## config.mk

```make
export PLATFORM = sky130hd
export DESIGN_NAME = calc2_port_issuer
export DESIGN_NICKNAME = d
export VERILOG_FILES = /design/src/rtl/calc2_pkg.sv /design/src/rtl/calc2_tag_alloc.sv /design/src/rtl/calc2_port_issuer.sv
export SDC_FILE = /design/constraint.sdc
export NUM_CORES = 1
export LEC_CHECK = 0
export CAP_MARGIN = 20
export CORE_MARGIN = 4
export CORE_UTILIZATION = 44
export CTS_BUF_LIST = sky130_fd_sc_hd__clkbuf_8 sky130_fd_sc_hd__clkbuf_16
export CTS_CLUSTER_SIZE = 40
export DETAILED_ROUTE_END_ITERATION = 12
export GPL_TIMING_DRIVEN = 0
export PLACE_DENSITY = 0.88
export SETUP_SLACK_MARGIN = 0.4
export SLEW_MARGIN = 20
export SYNTH_ARGS = -nofsm -noshare
export SYNTH_HDL_FRONTEND = slang
export SYNTH_HIERARCHICAL = 1
export SYNTH_SLANG_ARGS = --single-unit
```

## constraint.sdc

```tcl
create_clock -name c_clk -period 3.2 [get_ports c_clk]
set_input_delay 0.64 -clock c_clk [delete_from_list [all_inputs] [get_ports c_clk]]
set_output_delay 0.64 -clock c_clk [all_outputs]
set_load 0.01 [all_outputs]
```

## src/rtl/calc2_pkg.sv

```systemverilog
// calc2 issuer shared types: command/response codes, tag type, FSM states.
// Imported by calc2_tag_alloc and calc2_port_issuer.
package calc2_pkg;

  typedef enum logic [3:0] {
    NOP = 4'd0,
    ADD = 4'd1,
    SUB = 4'd2,
    SHL = 4'd5,
    SHR = 4'd6
  } cmd_e;

  typedef enum logic [1:0] {
    NONE    = 2'd0,
    OK      = 2'd1,
    ERR     = 2'd2,
    TIMEOUT = 2'd3
  } resp_e;

  typedef logic [1:0] tag_t;

  typedef enum logic [1:0] {
    IDLE   = 2'd0,
    SEND_A = 2'd1,
    SEND_B = 2'd2
  } issue_state_e;

  localparam int NUM_TAGS = 4;

endpackage

```

## src/rtl/calc2_tag_alloc.sv

```systemverilog
// Tag allocator: busy bitmap with lowest-free priority encode.
// Clears and sets land together; the encode always sees the pre-update map.
module calc2_tag_alloc
  import calc2_pkg::*;
#(
  parameter int MAX_OUTSTANDING = 4
) (
  input  logic       c_clk,
  input  logic       reset,
  input  logic       i_set,
  input  logic [3:0] i_clr,
  output logic [3:0] o_busy,
  output tag_t       o_free_tag,
  output logic       o_full
);

  localparam logic [3:0] LP_USE_MASK =
    4'((1 << MAX_OUTSTANDING) - 1);

  logic [3:0] r_busy;
  logic [3:0] w_avail;
  logic [3:0] w_set_mask;
  tag_t       w_free_tag;

  assign w_avail = ~r_busy & LP_USE_MASK;

  // Lowest-numbered free tag wins.
  always_comb begin
    w_free_tag = '0;
    priority case (1'b1)
      w_avail[0]: w_free_tag = 2'd0;
      w_avail[1]: w_free_tag = 2'd1;
      w_avail[2]: w_free_tag = 2'd2;
      w_avail[3]: w_free_tag = 2'd3;
      default:    w_free_tag = 2'd0;
    endcase
  end

  assign w_set_mask = i_set ? (4'b1 << w_free_tag) : 4'b0;

  // Bitmap update: release answered tags, mark the new one busy.
  always_ff @(posedge c_clk) begin
    if (reset) r_busy <= '0;
    else r_busy <= (r_busy & ~i_clr) | w_set_mask;
  end

  assign o_busy     = r_busy;
  assign o_free_tag = w_free_tag;
  assign o_full     = ~|w_avail;

endmodule

```

## src/rtl/calc2_port_issuer.sv

```systemverilog
// Request issuer for one calc2 port: serialises ops into A/B beats.
// Optional per-tag watchdog under CALC2_ISSUE_TIMEOUT_EN.
module calc2_port_issuer
  import calc2_pkg::*;
#(
  parameter int MAX_OUTSTANDING = 4,
  parameter int CNT_W = 8
`ifdef CALC2_ISSUE_TIMEOUT_EN
  ,
  parameter int TIMEOUT_CYCLES = 64
`endif
) (
  input  logic             c_clk,
  input  logic             reset,
  input  logic             op_valid,
  output logic             op_ready,
  input  logic [3:0]       op_cmd,
  input  logic [31:0]      op_a,
  input  logic [31:0]      op_b,
  output logic [3:0]       req_cmd_out,
  output logic [31:0]      req_data_out,
  output logic [1:0]       req_tag_out,
  input  logic [1:0]       resp_in,
  input  logic [31:0]      resp_data_in,
  input  logic [1:0]       resp_tag_in,
  output logic             done_valid,
  output logic [1:0]       done_resp,
  output logic [31:0]      done_data,
  output logic [1:0]       done_tag,
  output logic [3:0]       busy_tags,
  output logic [CNT_W-1:0] spurious_cnt
);

  issue_state_e r_state;
  logic [31:0]  r_b;

  logic [3:0] w_busy;
  tag_t       w_free_tag;
  logic       w_full;
  logic       w_accept;
  logic       w_resp_hit;
  logic       w_resp_spur;
  logic [3:0] w_resp_clr;
  logic       w_to_fire;
  tag_t       w_to_tag;
  logic [3:0] w_to_clr;

  assign op_ready    = (r_state == IDLE) && !w_full;
  assign w_accept    = op_valid && op_ready;
  assign w_resp_hit  = (resp_in != 2'd0) && w_busy[resp_tag_in];
  assign w_resp_spur = (resp_in != 2'd0) && !w_busy[resp_tag_in];
  assign w_resp_clr  = w_resp_hit ? (4'b1 << resp_tag_in) : 4'b0;

  calc2_tag_alloc #(
    .MAX_OUTSTANDING(MAX_OUTSTANDING)
  ) u_alloc (
    .c_clk     (c_clk),
    .reset     (reset),
    .i_set     (w_accept),
    .i_clr     (w_resp_clr | w_to_clr),
    .o_busy    (w_busy),
    .o_free_tag(w_free_tag),
    .o_full    (w_full)
  );

  assign busy_tags = w_busy;

`ifdef CALC2_ISSUE_TIMEOUT_EN
  localparam int LP_WD_W = $clog2(TIMEOUT_CYCLES + 1);
  localparam logic [LP_WD_W-1:0] LP_WD_LIM =
    LP_WD_W'(TIMEOUT_CYCLES - 1);

  logic [LP_WD_W-1:0] r_wd [NUM_TAGS];
  logic [3:0]         w_expired;

  // Expired tags; a same-cycle response for that tag wins.
  always_comb begin
    w_expired = '0;
    for (int i = 0; i < NUM_TAGS; i++) begin
      if (w_busy[i] && (r_wd[i] == LP_WD_LIM) &&
          !(w_resp_hit && (resp_tag_in == 2'(i))))
        w_expired[i] = 1'b1;
    end
  end

  // Lowest expired tag fires; a response this cycle defers it.
  always_comb begin
    w_to_tag = '0;
    priority case (1'b1)
      w_expired[0]: w_to_tag = 2'd0;
      w_expired[1]: w_to_tag = 2'd1;
      w_expired[2]: w_to_tag = 2'd2;
      w_expired[3]: w_to_tag = 2'd3;
      default:      w_to_tag = 2'd0;
    endcase
  end

  assign w_to_fire = (|w_expired) && !w_resp_hit;
  assign w_to_clr  = w_to_fire ? (4'b1 << w_to_tag) : 4'b0;

  // Watchdogs: clear on allocation, count (saturating) while busy.
  always_ff @(posedge c_clk) begin
    if (reset) begin
      for (int i = 0; i < NUM_TAGS; i++) r_wd[i] <= '0;
    end else begin
      for (int i = 0; i < NUM_TAGS; i++) begin
        if (w_accept && (w_free_tag == 2'(i)))
          r_wd[i] <= '0;
        else if (w_busy[i] && (r_wd[i] != LP_WD_LIM))
          r_wd[i] <= r_wd[i] + 1'b1;
      end
    end
  end
`else
  assign w_to_fire = 1'b0;
  assign w_to_tag  = '0;
  assign w_to_clr  = '0;
`endif

  // Issue FSM: accept -> A beat (cmd, op_a) -> B beat (op_b).
  always_ff @(posedge c_clk) begin
    if (reset) begin
      r_state      <= IDLE;
      r_b          <= '0;
      req_cmd_out  <= NOP;
      req_data_out <= '0;
      req_tag_out  <= '0;
    end else begin
      unique case (r_state)
        IDLE: begin
          if (w_accept) begin
            r_state      <= SEND_A;
            r_b          <= op_b;
            req_cmd_out  <= op_cmd;
            req_data_out <= op_a;
            req_tag_out  <= w_free_tag;
          end else begin
            req_cmd_out  <= NOP;
            req_data_out <= '0;
            req_tag_out  <= '0;
          end
        end
        SEND_A: begin
          r_state      <= SEND_B;
          req_cmd_out  <= NOP;
          req_data_out <= r_b;
        end
        SEND_B: begin
          r_state      <= IDLE;
          req_cmd_out  <= NOP;
          req_data_out <= '0;
          req_tag_out  <= '0;
        end
        default: begin
          r_state      <= IDLE;
          req_cmd_out  <= NOP;
          req_data_out <= '0;
          req_tag_out  <= '0;
        end
      endcase
    end
  end

  // Completion pulse: responses take priority over timeouts.
  always_ff @(posedge c_clk) begin
    if (reset) begin
      done_valid <= 1'b0;
      done_resp  <= NONE;
      done_data  <= '0;
      done_tag   <= '0;
    end else if (w_resp_hit) begin
      done_valid <= 1'b1;
      done_resp  <= (resp_in == 2'd1) ? OK : ERR;
      done_data  <= resp_data_in;
      done_tag   <= resp_tag_in;
    end else if (w_to_fire) begin
      done_valid <= 1'b1;
      done_resp  <= TIMEOUT;
      done_data  <= '0;
      done_tag   <= w_to_tag;
    end else begin
      done_valid <= 1'b0;
      done_resp  <= NONE;
      done_data  <= '0;
      done_tag   <= '0;
    end
  end

  // Saturating count of responses to unallocated tags.
  always_ff @(posedge c_clk) begin
    if (reset) spurious_cnt <= '0;
    else if (w_resp_spur && (spurious_cnt != '1))
      spurious_cnt <= spurious_cnt + 1'b1;
  end

endmodule

```

Word-level counts from Yosys, hierarchy flattened
Cells that the tools add are included.
Word-level totals
  flip-flop bits (word level): 121
  bits of input ports: 107
  output and inout bits: 88
  logic and storage cells: 54
Operators by class
  add/sub/neg operators: 1
  order comparisons: 1
  equal/unequal tests: 4
  shift-type cells: 2
  muxes and demuxes: 16
  bitwise logic cells: 7
  reductions and logical operators: 12
Operators by type and width (count)
  32-bit case mux with 2 select lines: 1
  32-bit two-way mux: 1
  2-bit two-way mux: 7
  8-bit by 1-bit adder with 8-bit output (second input constant): 1
  4-bit two-way mux: 2
  8-bit inequality test (second input constant): 1
  4-bit inverter: 2
  2-bit case mux with 2 select lines: 2
  1-bit by 2-bit left shift with 4-bit output (first input constant): 2
  1-bit logical AND: 5
  4-bit bitwise AND: 1
  2-bit by 1-bit == test with 1-bit output (second input constant): 2
  4-bit bitwise OR: 1
  4-bit OR reduction: 1
  2-bit by 3-bit < comparator with 1-bit output (second input constant): 1
  1-bit inverter: 3
  3-bit OR reduction: 1
  1-bit binary-select mux with 2-bit select: 1
  2-bit logical NOT: 1
  1-bit two-way mux: 2
  2-bit by 1-bit inequality test with 1-bit output (second input constant): 1
  2-bit AND reduction: 1
  2-bit nonzero test: 1
  2-bit OR reduction: 1
  1-bit logical NOT: 1

Longest topological paths before layout
  depth in word-level cells: 8
  mapped depth: 8
  mapped depth without buffers: 7

Hierarchy
Netlist, hierarchy kept.
Modules (own cells, without submodules)
  calc2_port_issuer: instances 1, cells an instance 409, area each 3882.5 sq um, seq. area each 2342.2 sq um
  calc2_tag_alloc: instances 1, cells an instance 23, area each 205.2 sq um, seq. area each 80.1 sq um

Worst setup path after synthesis
Ideal clock, no wire load.
  kind: input to register
  start: input resp_tag_in[1]
  end: register spurious_cnt[5]
  setup time: 0.121 ns
  arrival: 1.907 ns
  data required time: 3.079 ns
  setup slack: 1.172 ns
  stages: 6
  buffers on the path: 2
  path through: buf_6 -> mux2_4 -> o22a_1 -> buf_2 -> nor3_1 -> mux2_2
On the way
  longest elaborated chain between the ends: 5
Ends and longest elaborated chain
  from (decl): RTL line calc2_port_issuer.sv:25  | input logic [1:0] resp_tag_in,
  1-bit binary-select mux with 2-bit select: RTL line calc2_port_issuer.sv:51  | assign w_resp_spur = (resp_in != 2'd0) && !w_busy[resp_tag_in];
  1-bit two-way mux (not written as such): RTL line calc2_port_issuer.sv:51
  1-bit logical NOT: RTL line calc2_port_issuer.sv:51
  1-bit logical AND: RTL line calc2_port_issuer.sv:51
  1-bit logical AND: RTL line calc2_port_issuer.sv:192  | else if (w_resp_spur && (spurious_cnt != '1))
  to (signal assigned): RTL line calc2_port_issuer.sv:193  | spurious_cnt <= spurious_cnt + 1'b1;
  to (decl): RTL line calc2_port_issuer.sv:31  | output logic [CNT_W-1:0] spurious_cnt
No other way between the ends. The select of a mux whose other input is x is not followed.
A chain may end at the register's enable or synchronous reset.

Worst setup path after layout
  start: register u_alloc.r_busy[0], in the netlist u_alloc/o_busy[0]
  end: output op_ready
On the way
  longest elaborated chain between the ends: 3
Ends and longest elaborated chain
  from (decl): RTL line calc2_tag_alloc.sv:20  | logic [3:0] r_busy;
  from (signal assigned): RTL line calc2_tag_alloc.sv:44  | else r_busy <= (r_busy & ~i_clr) | w_set_mask;
  4-bit inverter: RTL line calc2_tag_alloc.sv:25  | assign w_avail = ~r_busy & LP_USE_MASK;
  4-bit OR reduction: RTL line calc2_tag_alloc.sv:49  | assign o_full = ~|w_avail;
  1-bit logical AND: RTL line calc2_port_issuer.sv:48  | assign op_ready = (r_state == IDLE) && !w_full;
  to (decl): RTL line calc2_port_issuer.sv:16  | output logic op_ready,
No other way between the ends.

==> summary.md <==
| Metric | Value |
|---|---|
| Lkg Pwr | 2.56 nW |
| TritonCTS clock tree | yes |
| Crit Path Max Fanout | 10 |
| Req. time, crit path | 2.56 ns |
| Effective utilization at floorplan | 0.460 |
| Part of the cycle the worst path needs | 0.801 |
| Critical path startpoint category | flip-flop |
| Status | finished clean |
| Max Buffers Root-to-Sink | 2 |
| Max-slew headroom | 0.671 |
| Most common cell in the netlist | dfxtp_1 |
| Vias | 3939 |
| Max-cap violations | 0 |
| Final Max Slew Viols | 0 |
| Num ports | 195 |
| Post-synth EDFFs | 0 |
| Top cell type by total area after synthesis | dfxtp_1 |
| Top post-synthesis cells by count | dfxtp_1 (121), nand2_1 (73), nor2_1 (46) |
| Post-layout min period | 2.56 ns |
| Die Y | 104 um |
| Maximum vdd drop | 0.401 mV |
| Placer Congestion | 0.803 |
| Simple-gate share of the synthesized area | 0.214 |
| Area contributors post-synth | dfxtp_1 (59%), nand2_1 (6.7%), a22oi_1 (6.2%) |
| Num rows | 34 |
| Critical path type | flip-flop to output pin |
| TritonCTS buffer count | 17 |
| Post-route cell area | 0.00674 mm2 |
| Slew @ Worst Pin | 0.492 ns |
| Wire per inst | 16.6 um |
| Post-synth top area share | 0.593 |
| Final WL | 12700 um |
| Post-CTS sizing | 0 |
| Vias per inst | 5.15 |
| Root Driver | clkbuf_8 |
| # port buffers | 193 |
| Setup Viol. Count Final | 0 |
| Critical Path End Type | output pin |
| Placed Area | 0.00615 mm2 |
| # DRC | 0 |
| Final nets | 752 |
| Setup Buffers After CTS | 0 |
| Initial antenna violation count | 0 |
| Fraction of layout cells with a size suffix above 1 | 0.0715 |
| Detail Route Antenna Nets | 0 |
| Largest net degree at the start of global routing | 17 |
| Final hold violation count | 0 |
| Fraction of registers with async set/reset | 0 |
| First-pass GRT wire length | 20400 um |
| Congestion Overflow GR | 0 |
| Synth warn | 6 |
| Vias in the first global route | 4152 |
| Netlist Area Pre-Place | 0.00409 mm2 |
| Pre-antenna DRT Iters | 5 |
| Main combinational cell family by area after synthesis | simple AND/OR/NAND/NOR gates |
| Register area | 0.00242 mm2 |
| Yosys cell types | 41 |
| Synth Area in Compound Gates | 0.137 |
| DP HPWL | 9050 um |
| Hold Path Class | input pin to flip-flop |
| Total GRT Usage | 0.234 |
| Pwr/cell area | 573 mW/mm2 |
| Synthesized area per cell | 9.46 um2 |
| Synth Register Bits | 121 |
| Clock Pin Slew Worst Setup and Hold Paths | 0.06 ns |
| RSZ-0062 raised after global routing | no |
| Clk_skew | 0.00799 ns |
| Area Growth Syn to Fin | 64.9% |
| Fillers | 583 |
| CORE AREA | 0.00889 mm2 |
| Top_reg_cell synth | dfxtp_1 |
| Fmax | 390 MHz |
| Diodes inserted | 0 |
| Hold-fix buffers at CTS | 0 |
| Die width | 104 um |
| Die ar. | 0.0109 mm2 |
| Arrival time at the worst endpoint | 1.92 ns |
| Setup TNS | 0 ns |
| Cells after synthesis | 432 |
| Clock latency at the later pin of the worst-skew pair | 0.51 ns |
| Post-Synth Adder-Cell Area | 0.00306 |
| Seq/Total Area, Yosys | 0.593 |
| Syn_nets | 540 |
| Multi-input gate area | 0.00154 mm2 |
| DRT iter0 DRCs | 248 |
| Xor/xnor cell area share of the yosys netlist | 0 |
| Htree depth | 4 |
| CTS sink count | 121 |
| Post-synthesis mux area share | 0.0217 |
## metrics by stage
stage / hold slack [ns] / cells / power [mW] / setup slack (ns) / util
finish: 0.415 / 765 / 3.86 / 0.636 / 0.758
floorplan: 0.431 / 432 / 1.79 / 1.17 / -
detailed placement: 0.447 / 733 / 2.04 / 0.402 / 0.692
global route: 0.407 / 765 / 4.00 / 0.500 / 0.758
global placement: 0.437 / 733 / 2.03 / 0.518 / 0.692
CTS: 0.407 / 765 / 3.88 / 0.619 / 0.758
## state kept, by name, indices dropped and copies added, names as in the netlist, 4 cells and up
register / count
done_data: 32
r_b: 32
req_data_out: 32
spurious_cnt: 8
req_cmd_out: 4
u_alloc/o_busy: 4
## critical path, cell delays in order (launching register included)
cell and delay (ns):
dfxtp_1 0.41, nand2_2 0.15, nor2_1 0.06, nor3_1 0.20, clkdlybuf4s50_1 0.61
## where the power goes
group / internal, mW / switching (mW) / total [mW] / leakage [nW]
Sequential: 1.57 / 0.0323 / 1.60 / 0.986
Combinational: 0.237 / 0.179 / 0.416 / 1.30
Clock: 1.15 / 0.689 / 1.84 / 0.277
Total: 2.96 / 0.900 / 3.86 / 2.56
## final timing paths
kind / start / endpoint / slack [ns] / cells after the start
worst max-delay path: u_alloc/o_busy[0]$_SDFF_PP0_ / op_ready / 0.64 / 4
worst min-delay path: resp_tag_in[1] / done_tag[1]$_SDFF_PP0_ / 0.42 / 2
worst max register to register: u_alloc/o_busy[0]$_SDFF_PP0_ / u_alloc/o_busy[3]$_SDFF_PP0_ / 1.16 / 8
worst min register to register: r_b[22]$_SDFFE_PP0P_ / r_b[22]$_SDFFE_PP0P_ / 0.45 / 2
## cells in the final DEF, fill, tap and decap left out, types with 2 or more instances in the layout
cell type,count
clkdlybuf4s50_1,193
dfxtp_1,121
nand2_1,73
nor2_1,46
a21oi_1,38
a22oi_1,34
and2_1,33
clkbuf_1,22
clkbuf_16,16
and3_1,5
nand2b_1,5
buf_2,4
o21ai_0,4
clkinvlp_4,4
nor3b_1,3
inv_1,3
or3_1,3
nor2b_1,3
nand4_1,3
clkbuf_8,3
inv_6,3
nor3_1,2
nand3_1,2
mux2_4,2
o311ai_0,2
o31ai_1,2
mux2_2,2
or2_2,2
clkinv_2,2
clkinv_4,2
bufinv_16,2
## per-layer routing
metal / track usage / vias to the layer above / share of wire
li1: - / 1891 / -
met1: 0.233 / 1820 / 0.36
met2: 0.418 / 201 / 0.51
met3: 0.111 / 27 / 0.10
met4: 0.0902 / 0 / 0.023
met5: 0 / - / 0
## cell type report
type	count	share of cell area
Tap cell	108	0.0200
Sequential cell	121	0.359
Timing Repair Buffer	193	0.287
Inverter	4	0.00223
Multi-Input combinational cell	280	0.228
Clock buffer	19	0.0655
Buffer	27	0.0169
Clock inverter	13	0.0213
## cell families (layout without fill, tap and decap cells)
| group | after synthesis | count (layout) |
|---|---|---|
| fa+ha+maj | 1 | 1 |
| compound gates | 87 | 87 |
| simple gates | 186 | 186 |
| buf+inv | 31 | 256 |
| flops | 121 | 121 |
| mux | 6 | 6 |
Note: power is estimated with default switching activity, not from simulation.
